[config.mk]
export PLATFORM = sky130hd
export DESIGN_NAME = mem_arbiter
export DESIGN_NICKNAME = d
export VERILOG_FILES = /design/src/rtl/mem_arb_pkg.sv /design/src/rtl/mem_arb_pick.sv /design/src/rtl/mem_arbiter.sv
export SDC_FILE = /design/constraint.sdc
export NUM_CORES = 1
export LEC_CHECK = 0
export CAP_MARGIN = 40
export CORE_ASPECT_RATIO = 0.9
export CORE_UTILIZATION = 39
export DETAILED_ROUTE_END_ITERATION = 6
export PLACE_DENSITY = 0.81
export SLEW_MARGIN = 40
export SYNTH_ARGS = -nofsm -noshare
export SYNTH_HDL_FRONTEND = slang
export SYNTH_SLANG_ARGS = --single-unit
[constraint.sdc]
create_clock -name clk -period 3.8 [get_ports clk]
set_input_delay 0.57 -clock clk [delete_from_list [all_inputs] [get_ports clk]]
set_output_delay 0.57 -clock clk [all_outputs]
set_load 0.01 [all_outputs]
[src/rtl/mem_arb_pkg.sv]
// Shared types for the memory arbiter: FSM states, requester ids, the
// latched-request record, load/store size codes and the alignment check.
package mem_arb_pkg;

  // Load/store size and sign codes carried on funct3
  localparam logic [2:0] F3_LB  = 3'b000;
  localparam logic [2:0] F3_LH  = 3'b001;
  localparam logic [2:0] F3_LW  = 3'b010;
  localparam logic [2:0] F3_LBU = 3'b100;
  localparam logic [2:0] F3_LHU = 3'b101;
  localparam logic [2:0] F3_SB  = 3'b000;
  localparam logic [2:0] F3_SH  = 3'b001;
  localparam logic [2:0] F3_SW  = 3'b010;

  typedef enum logic [1:0] {
    ARB_IDLE   = 2'd0,
    ARB_ACCESS = 2'd1,
    ARB_RESP   = 2'd2
  } arb_state_t;

  typedef enum logic {
    REQ_FETCH = 1'b0,
    REQ_DATA  = 1'b1
  } req_id_t;

  // Control part of the request captured at grant; address and store data
  // are held in separate registers because their widths are parameters.
  typedef struct packed {
    req_id_t    id;
    logic       we;
    logic [2:0] funct3;
    logic       err;
  } arb_req_t;

  // size is funct3[1:0]: halfwords need addr[0]=0, words need addr[1:0]=0.
  function automatic logic is_misaligned(input logic [1:0] size,
                                         input logic [1:0] addr_lo);
    case (size)
      2'b01:   return addr_lo[0];
      2'b10:   return addr_lo != 2'b00;
      default: return 1'b0;
    endcase
  endfunction

endpackage

[src/rtl/mem_arb_pick.sv]
// Winner select between the fetch and load/store requests.
// With MEM_ARB_RR_EN defined, ties go to the port that did not win last;
// otherwise the data port always wins a tie.
module mem_arb_pick
  import mem_arb_pkg::*;
(
  input  logic i_req,
  input  logic d_req,
`ifdef MEM_ARB_RR_EN
  input  logic last_data,  // 1 = data port won the previous grant
`endif
  output logic pick_vld,
  output logic pick_data   // 1 = data port wins, 0 = fetch port wins
);

  // Combinational priority: single requester wins outright, ties by policy
  always_comb begin
    pick_vld  = i_req | d_req;
    pick_data = d_req;
`ifdef MEM_ARB_RR_EN
    if (i_req && d_req && last_data) pick_data = 1'b0;
`endif
  end

endmodule

[src/rtl/mem_arbiter.sv]
// Two-requester arbiter sharing one memory between instruction fetch and
// load/store. One access per grant: IDLE/RESP -> ACCESS -> RESP.
// Handshake: a requester holds req until it sees its gnt high in a cycle;
// the request is taken at the rising edge that ends that cycle, and exactly
// one rsp_vld pulse follows two cycles later (unless reset intervenes).
// Optional macro MEM_ARB_RR_EN selects round-robin tie breaking.
module mem_arbiter
  import mem_arb_pkg::*;
#(
  parameter int AWIDTH = 32,
  parameter int DWIDTH = 32
) (
  input  logic              clk,
  input  logic              rst,
  input  logic              i_req_i,
  input  logic [AWIDTH-1:0] i_addr_i,
  output logic              i_gnt_o,
  output logic              i_rsp_vld_o,
  output logic [DWIDTH-1:0] i_rdata_o,
  input  logic              d_req_i,
  input  logic              d_we_i,
  input  logic [AWIDTH-1:0] d_addr_i,
  input  logic [DWIDTH-1:0] d_wdata_i,
  input  logic [2:0]        d_funct3_i,
  output logic              d_gnt_o,
  output logic              d_rsp_vld_o,
  output logic [DWIDTH-1:0] d_rdata_o,
  output logic              d_err_o,
  output logic [AWIDTH-1:0] mem_addr_o,
  output logic [DWIDTH-1:0] mem_data_o,
  output logic              mem_read_en_o,
  output logic              mem_write_en_o,
  output logic [2:0]        mem_funct3_o,
  input  logic [DWIDTH-1:0] mem_data_i,
  output logic [1:0]        dbg_state_o
);

  arb_state_t        state, state_nxt;
  arb_req_t          cur;
  logic [AWIDTH-1:0] cur_addr;
  logic [DWIDTH-1:0] cur_wdata;
  logic [DWIDTH-1:0] rsp_data;
  logic              can_grant, take;
  logic              pick_vld, pick_data;

`ifdef MEM_ARB_RR_EN
  logic last_data;
`endif

  mem_arb_pick u_pick (
    .i_req     (i_req_i),
    .d_req     (d_req_i),
`ifdef MEM_ARB_RR_EN
    .last_data (last_data),
`endif
    .pick_vld  (pick_vld),
    .pick_data (pick_data)
  );

  // Grant and next-state: grants only from IDLE/RESP, never while in reset
  always_comb begin
    can_grant = !rst && (state == ARB_IDLE || state == ARB_RESP);
    take      = can_grant && pick_vld;
    i_gnt_o   = take && !pick_data;
    d_gnt_o   = take && pick_data;
    state_nxt = state;
    case (state)
      ARB_IDLE, ARB_RESP: state_nxt = take ? ARB_ACCESS : ARB_IDLE;
      ARB_ACCESS:         state_nxt = ARB_RESP;
      default:            state_nxt = ARB_IDLE;
    endcase
  end

  // State register
  always_ff @(posedge clk or posedge rst) begin
    if (rst) state <= ARB_IDLE;
    else     state <= state_nxt;
  end

  // Latch the winning request; fetch is always an aligned-agnostic LW
  always_ff @(posedge clk or posedge rst) begin
    if (rst) begin
      cur       <= '0;
      cur_addr  <= '0;
      cur_wdata <= '0;
    end else if (take) begin
      cur.id     <= pick_data ? REQ_DATA : REQ_FETCH;
      cur.we     <= pick_data && d_we_i;
      cur.funct3 <= pick_data ? d_funct3_i : F3_LW;
      cur.err    <= pick_data && is_misaligned(d_funct3_i[1:0], d_addr_i[1:0]);
      cur_addr   <= pick_data ? d_addr_i : i_addr_i;
      cur_wdata  <= pick_data ? d_wdata_i : '0;
    end
  end

  // Capture read data at the end of ACCESS; stores and faults return 0
  always_ff @(posedge clk or posedge rst) begin
    if (rst)                     rsp_data <= '0;
    else if (state == ARB_ACCESS) rsp_data <= (cur.we || cur.err) ? '0 : mem_data_i;
  end

`ifdef MEM_ARB_RR_EN
  // Last-winner register; reset value "fetch last" lets data win first tie
  always_ff @(posedge clk or posedge rst) begin
    if (rst)       last_data <= 1'b0;
    else if (take) last_data <= pick_data;
  end
`endif

  // Memory port and response outputs, all zero outside their state
  always_comb begin
    mem_addr_o     = '0;
    mem_data_o     = '0;
    mem_funct3_o   = '0;
    mem_read_en_o  = 1'b0;
    mem_write_en_o = 1'b0;
    i_rsp_vld_o    = 1'b0;
    i_rdata_o      = '0;
    d_rsp_vld_o    = 1'b0;
    d_rdata_o      = '0;
    d_err_o        = 1'b0;
    dbg_state_o    = state;
    if (state == ARB_ACCESS) begin
      mem_addr_o     = cur_addr;
      mem_data_o     = cur_wdata;
      mem_funct3_o   = cur.funct3;
      mem_read_en_o  = !cur.we && !cur.err;
      mem_write_en_o = cur.we && !cur.err;
    end
    if (state == ARB_RESP) begin
      if (cur.id == REQ_DATA) begin
        d_rsp_vld_o = 1'b1;
        d_rdata_o   = rsp_data;
        d_err_o     = cur.err;
      end else begin
        i_rsp_vld_o = 1'b1;
        i_rdata_o   = rsp_data;
      end
    end
  end

endmodule
==> impl_results.md, run 1 <==
- Startpoint types: input port
- Post_cts resized: 0
- Reg2Reg Launch Point: dbg_state_o[0]$_DFF_PP0_
- CP max stage delay: 0.55 ns
- Type of the worst min-delay path: reg2reg
- Post-DP Area: slightly below 8000 um2
- Max H-tree Level: 3
- Number of diodes: 0
- Gpl congestion: 0.7694
- R2R Setup Slk: 1.64 ns
- First-pass DRT Iterations: 4
- Grt ovf: 0
- Post-DRT Antenna Nets: 0
- Clk root buf: clkbuf_16
- Syn_nets: 575
- Global-route total usage across every layer: 22.98%
- Top_reg_cell synth: dfrtp_1
- Synth Warn #: 0
- Ys async rst share: 100.0%
- Max Cap Viol: 0
- Worst-Margin Slew: 0.7855 ns
- Crit Path Class: in2out
- Clock buffer depth: 2
- Hold Path Origin: cur_wdata[24]$_DFFE_PP0P_
- Hold Path Depth: 1
- Hold buffers post-CTS: 0
- DRC Markers: 0
- Die Area: 13,250 um2
- Status: finished clean
- Fin Clk Skew: 0.008239 ns
- Post-synth top cells: and2_1 (132), dfrtp_1 (104), a22o_1 (68), a221o_1 (32), nor4b_1 (32)
- Core area: 12,270 um2
- Lkg Pwr: 3.379 nW
- Slowest cell on crit path: clkdlybuf4s50_1
- Pin count of the biggest net entering global routing: 89
- TritonCTS clock tree: built
- Dpl cells: 838
- Mapped Cells: 437
- WL final: 15.24 mm
- Via count: 4,551
- Die width: 121.2 um
- Reg clk slew, reported paths: approximately 0.07 ns
- Die height: around 110 um
- Crit-path max FO: 2
- Fin cells: 854
- Post-DP HPWL: ~11 mm
- First-pass GRT wire length: approximately 24 mm
- Post-synth EDFFs: 0
- Worst vdd ir: 0.2083 mV
- Endpoints failing setup: 0
- CP arrival: 2.37 ns
- Final-report hold violation count: 0
- Fmax: 339.8 MHz
- Hold path endpoint: cur_wdata[24]$_DFFE_PP0P_
- Initial Util: 40.67%
- Synth top area share: 52.17%
- Cell chain of the critical path: clkdlybuf4s50_1, or2_1, or2_2, nor2_1, clkdlybuf4s50_1
- Setup TNS Final: 0 ns
- Largest area contributor in the netlist: dfrtp_1
- Critical Path RT: 3.23 ns
- Crit path capture type: primary output
- Drt wl/cell: 17.84 um
- Worst-Skew Late Latency: between 0.3 and 0.4 ns
- Num CTS Buffers: 9
- Sequential fraction of the synthesis area: 52.17%
- Via-to-Cell Ratio: 5.329
- Final period util: about 77%
- Crit-path most repeated cell: clkdlybuf4s50_1
- R2R cell count: 5
- Mapped cell area: 4989 um2
- Power per cell area: 376.0 nW/um2
- Synth-to-layout area growth: 62.85%
- Minimum clock period: 2.943 ns
- IO Port Bufs: 275
- RSZ-0062 raised after global routing: false
- Final instance area: approximately 8000 um2
- Final net count: 827
- Clock sink count: approximately 100
- Post-CTS Setup Bufs: 0
- FF+latch count, synth: 104
- IO Pins: 276
- Share of layout cells above drive strength 1: 4.899%
- Initial DRC count: 316
- RR Endpoint: cur_addr[3]$_DFFE_PP0P_
- Number of global-route vias before repair: 4,547
- Antenna violations before repair: 0
- Slew headroom: 47.64%
- Top-count cell post-synth: and2_1
- Slew Limit Fails: 0
- Syn_area_per_cell: 11.42 um2
- Row count: 38
- Synth top area cells: dfrtp_1 (52%), and2_1 (17%), a22o_1 (12%), a221o_1 (6.4%), nor4b_1 (5.6%)
- Netlist cell types: 19
==> cells in the final DEF (no fill, tap or decap), drive strengths merged <==
| master | Yosys | final |
|---|---|---|
| a21o | 1 | 1 |
| a21oi | 1 | 1 |
| a221o | 32 | 32 |
| a22o | 68 | 68 |
| a2bb2oi | 1 | 1 |
| and2 | 132 | 132 |
| and3b | 1 | 1 |
| buf | 19 | 12 |
| clkbuf | 27 | 12 |
| clkdlybuf4s50 | 0 | 275 |
| clkinv | 0 | 2 |
| dfrtp | 104 | 104 |
| ha | 2 | 2 |
| inv | 6 | 8 |
| nand2b | 1 | 1 |
| nor2 | 4 | 4 |
| nor3 | 2 | 2 |
| nor3b | 2 | 2 |
| nor4b | 32 | 32 |
| or2 | 2 | 2 |
==> logic make-up after synthesis <==
logic type | after synthesis | share of synthesized area [%]
simple gates | 176 | 23.53
flops | 104 | 52.17
compound gates | 103 | 18.79
buf+inv | 52 | 5.016
fa+ha+maj | 2 | 0.5016
==> how the worst max path moves through the flow <==
stage	slack, ns	startpoint	endpoint
after global routing	0.80	dbg_state_o[0]$_DFF_PP0_	mem_addr_o[28]
final	0.86	rst	i_gnt_o
after detailed placement	0.92	rst	i_gnt_o
after floorplan	0.50	rst	cur[0]$_DFFE_PP0P_
after CTS	0.78	dbg_state_o[0]$_DFF_PP0_	d_rdata_o[8]
after global placement	0.94	rst	i_gnt_o
==> area by class of cell <==
class | instances | area, um2
tap | 160 | 200.2
fill | 924 | 4143
inverter | 6 | 30.03
multi-input combinational | 281 | 2157
timing repair buffer | 287 | 2843
sequential | 104 | 2603
clock buffer | 12 | 256.5
clock inverter | 4 | 35.03
==> power breakdown <==
part	internal [mW]	switching, mW	leakage (nW)
Clock	0.489	0.418	0.144
Combinational	0.445	0.280	1.93
Sequential	1.30	0.123	1.31
Total	2.23	0.822	3.38
==> per-stage QoR <==
stage | utilization (%) | power, mW | hold WS, ns | setup WS, ns
finish | 66.23 | 3.054 | 0.5023 | 0.8569
global route | 66.23 | 3.201 | 0.5157 | 0.7956
CTS | 66.20 | 3.078 | 0.5028 | 0.7777
detailed placement | 63.82 | 2.169 | 0.4832 | 0.9163
global placement | 63.80 | 2.133 | 0.4795 | 0.9398
floorplan | - | 1.773 | 0.4643 | 0.4978
==> sequential cells by signal (all words and copies together), names as in the netlist <==
name,cells
rsp_data,32
cur,6
cur_addr,32
cur_wdata,32
dbg_state_o,2
==> metal layers <==
layer,part of all wire (%),track usage (%),up-vias
met4,1.7,6.526,0
met2,50,39.88,217
met1,40,28.49,2221
met5,0,0,-
met3,7.8,5.705,22
li1,-,-,2091
==> worst max-delay path: cells and delay by family <==
family,cells,cell delay (ns)
buffers and inverters,2,1.06
and+or+nand+nor,3,0.74
Power figures use the tool's default switching activity.
==> run 2, diff against run 1 <==
--- a/config.mk
+++ b/config.mk
@@ -7,9 +7,9 @@
 export LEC_CHECK = 0
 export CAP_MARGIN = 40
 export CORE_ASPECT_RATIO = 0.9
-export CORE_UTILIZATION = 39
+export CORE_UTILIZATION = 35
 export DETAILED_ROUTE_END_ITERATION = 6
-export PLACE_DENSITY = 0.81
+export PLACE_DENSITY = 0.77
 export SLEW_MARGIN = 40
 export SYNTH_ARGS = -nofsm -noshare
 export SYNTH_HDL_FRONTEND = slang
==> constraint.sdc (replaced) <==
create_clock -name clk -period 2.55 [get_ports clk]
set_input_delay 0.3825 -clock clk [delete_from_list [all_inputs] [get_ports clk]]
set_output_delay 0.3825 -clock clk [all_outputs]
set_load 0.01 [all_outputs]
==> run 2 against run 1 <==
Against the previous run:
- hold slack worse by 0.0031 ns
- sequential share of layout area is 0.37 points lower
- combinational power is 52% higher
- total power is 50% higher
- first-iteration DRC count is 19% lower
- largest power group unchanged
- clock power is 50% higher
- register-to-register slack worse by 1.1 ns
==> impl_results.md, run 2 (same netlist as run 1, synthesis figures left out) <==
- R2R cell count: 4 (-1)
- Endpoints failing setup: 0 (unchanged)
- Via-to-Cell Ratio: 5.113 (-4.0%)
- Row count: 41 (+7.9%)
- Reg clk slew, reported paths: 0.07 ns (about the same)
- Final period util: 95.96%
- Slew headroom: 48.33% (+0.69 points)
- Clk root buf: clkbuf_16
- Worst vdd ir: 0.2822 mV (+35%)
- Share of layout cells above drive strength 1: 4.878% (-0.021 points)
- Clock buffer depth: 2 (unchanged)
- First-pass DRT Iterations: 4 (unchanged)
- Status: finished clean
- Clock sink count: 104 (unchanged)
- Max Cap Viol: 0 (unchanged)
- Die height: 115.3 um (+5.5%)
- Top flop regs: cur_addr x32, cur_wdata x32, rsp_data x32
- Final net count: 830 (+0.36%)
- Slew Limit Fails: 0 (unchanged)
- First-pass GRT wire length: 23.50 mm (-1.4%)
- Hold path endpoint: cur_wdata[22]$_DFFE_PP0P_
- Critical Path RT: 2.17 ns (-1.06 ns)
- RR Endpoint: cur_addr[5]$_DFFE_PP0P_
- WL final: 15.41 mm (+1.1%)
- Final-report hold violation count: 0 (unchanged)
- Crit Path Class: in2out
- Die width: 127.8 um (+5.5%)
- Post-DP HPWL: 10.97 mm (+2.6%)
- Hold Path Depth: 1 (unchanged)
- CP arrival: 2.06 ns (-0.31 ns)
- Drt wl/cell: 17.32 um (-2.9%)
- Reg2Reg Launch Point: dbg_state_o[0]$_DFF_PP0_
- Most common cell after layout, fill and taps aside: clkdlybuf4s50_1
- Minimum clock period: 2.447 ns
- Post_cts resized: 0 (unchanged)
- Fin Clk Skew: 0.004777 ns (-0.003462 ns)
- Initial DRC count: 256 (-19%)
- Most frequent cells in the layout: clkdlybuf4s50_1 (275), and2_1 (132), dfrtp_1 (104)
- Grt ovf: 0 (unchanged)
- TritonCTS clock tree: built
- DR WL met3: 1.171 mm (-2.0%)
- Global-route total usage across every layer: 20.43% (-2.6 points)
- DRC Markers: 0 (unchanged)
- RSZ-0062 raised after global routing: false
- Number of global-route vias before repair: 4,497 (-1.1%)
- Worst-Skew Late Latency: 0.33 ns (about the same)
- Fmax: 408.7 MHz
- Met2 WL post-DR: 7.792 mm (+1.7%)
- Post-CTS Setup Bufs: 0 (unchanged)
- Setup TNS Final: 0 ns (unchanged)
- Startpoint types: input port
- Via count: 4,551 (unchanged)
- Final instance area: 8219 um2 (+1.2%)
- IO Pins: 276 (unchanged)
- Post-DRT Antenna Nets: 0 (unchanged)
- Highest layer used for signal routing: met4
- Synth-to-layout area growth: 64.76%
- Initial Util: 35.75% (-4.9 points)
- Power per cell area: 556.4 nW/um2 (+48%)
- Hold Path Origin: cur_wdata[22]$_DFFE_PP0P_
- Num CTS Buffers: 9 (unchanged)
- Worst-Margin Slew: 0.7751 ns (-0.01035 ns)
- Crit path capture type: primary output
- Max H-tree Level: 3 (unchanged)
- Die Area: 14,740 um2 (+11%)
- Pin count of the biggest net entering global routing: 80 (-10%)
- Antenna violations before repair: 0 (unchanged)
- Number of diodes: 0 (unchanged)
- Lkg Pwr: 3.390 nW (+0.31%)
- Gpl congestion: 0.8026 (+4.3%)
- Crit-path max FO: 2 (unchanged)
- IO Port Bufs: 275 (unchanged)
- R2R Setup Slk: 0.52 ns (-1.12 ns)
- Hold buffers post-CTS: 0 (unchanged)
- Type of the worst min-delay path: reg2reg
- Metal1 wirelength: 6.261 mm (+2.4%)
- Core area: 13,950 um2 (+14%)
- Post-DP Area: 7929 um2 (+1.3%)
-- run 2: where the power goes --
part,switching [mW],internal [mW]
Clock,0.598,0.767
Sequential,0.174,1.94
Combinational,0.423,0.677
Total,1.19,3.38
-- run 2: through the flow --
| stage | utilization, % | setup slack (ns) | cells | power [mW] | hold WS [ns] |
|---|---|---|---|---|---|
| final | 58.90 | 0.1030 | 890 | 4.573 | 0.4992 |
| after global routing | 58.90 | 0.02114 | 890 | 4.780 | 0.5111 |
| after CTS | 58.90 | 0.09791 | 890 | 4.618 | 0.5030 |
| after detailed placement | 56.82 | 0.09925 | 874 | 3.239 | 0.4825 |
| after global placement | 56.82 | 0.09735 | 874 | 3.201 | 0.4806 |
| after floorplan | - | 0.6875 | 437 | 2.643 | 0.4643 |
-- run 2: final cells by class --
| type | instances | area (um2) |
|---|---|---|
| inverters | 6 | 26.28 |
| fillers | 1165 | 5734 |
| clock inverters | 4 | 53.80 |
| multi-input cells | 281 | 2156 |
| repair buffers | 290 | 2903 |
| clock buffers | 12 | 236.5 |
| flip-flops and latches | 104 | 2603 |
| well taps | 193 | 241.5 |
-- run 2: critical path, stage by stage --
cell	delay [ns]
clkdlybuf4s50_1	0.46
or2_1	0.25
or2_2	0.32
nor2_1	0.10
clkdlybuf4s50_1	0.55
-- run 2: worst max-delay path by stage --
stage                        startpoint             to  slack, ns  depth (start not counted)
2_1_floorplan  dbg_state_o[0]$_DFF_PP0_        i_gnt_o       0.69                          6
3_3_place_gp                        rst        i_gnt_o        0.1                          5
3_5_place_dp                        rst        i_gnt_o        0.1                          5
4_1_cts        dbg_state_o[0]$_DFF_PP0_  d_rdata_o[16]        0.1                          4
5_1_grt                             rst        i_gnt_o       0.02                          5
6_report                            rst        i_gnt_o       0.10                          5
-- run 2: layer usage --
metal / global-route usage (%) / vias up
li1: - / 2090
met1: 24.85 / 2240
met2: 36.30 / 206
met3: 4.560 / 15
met4: 6.039 / 0
met5: 0 / -
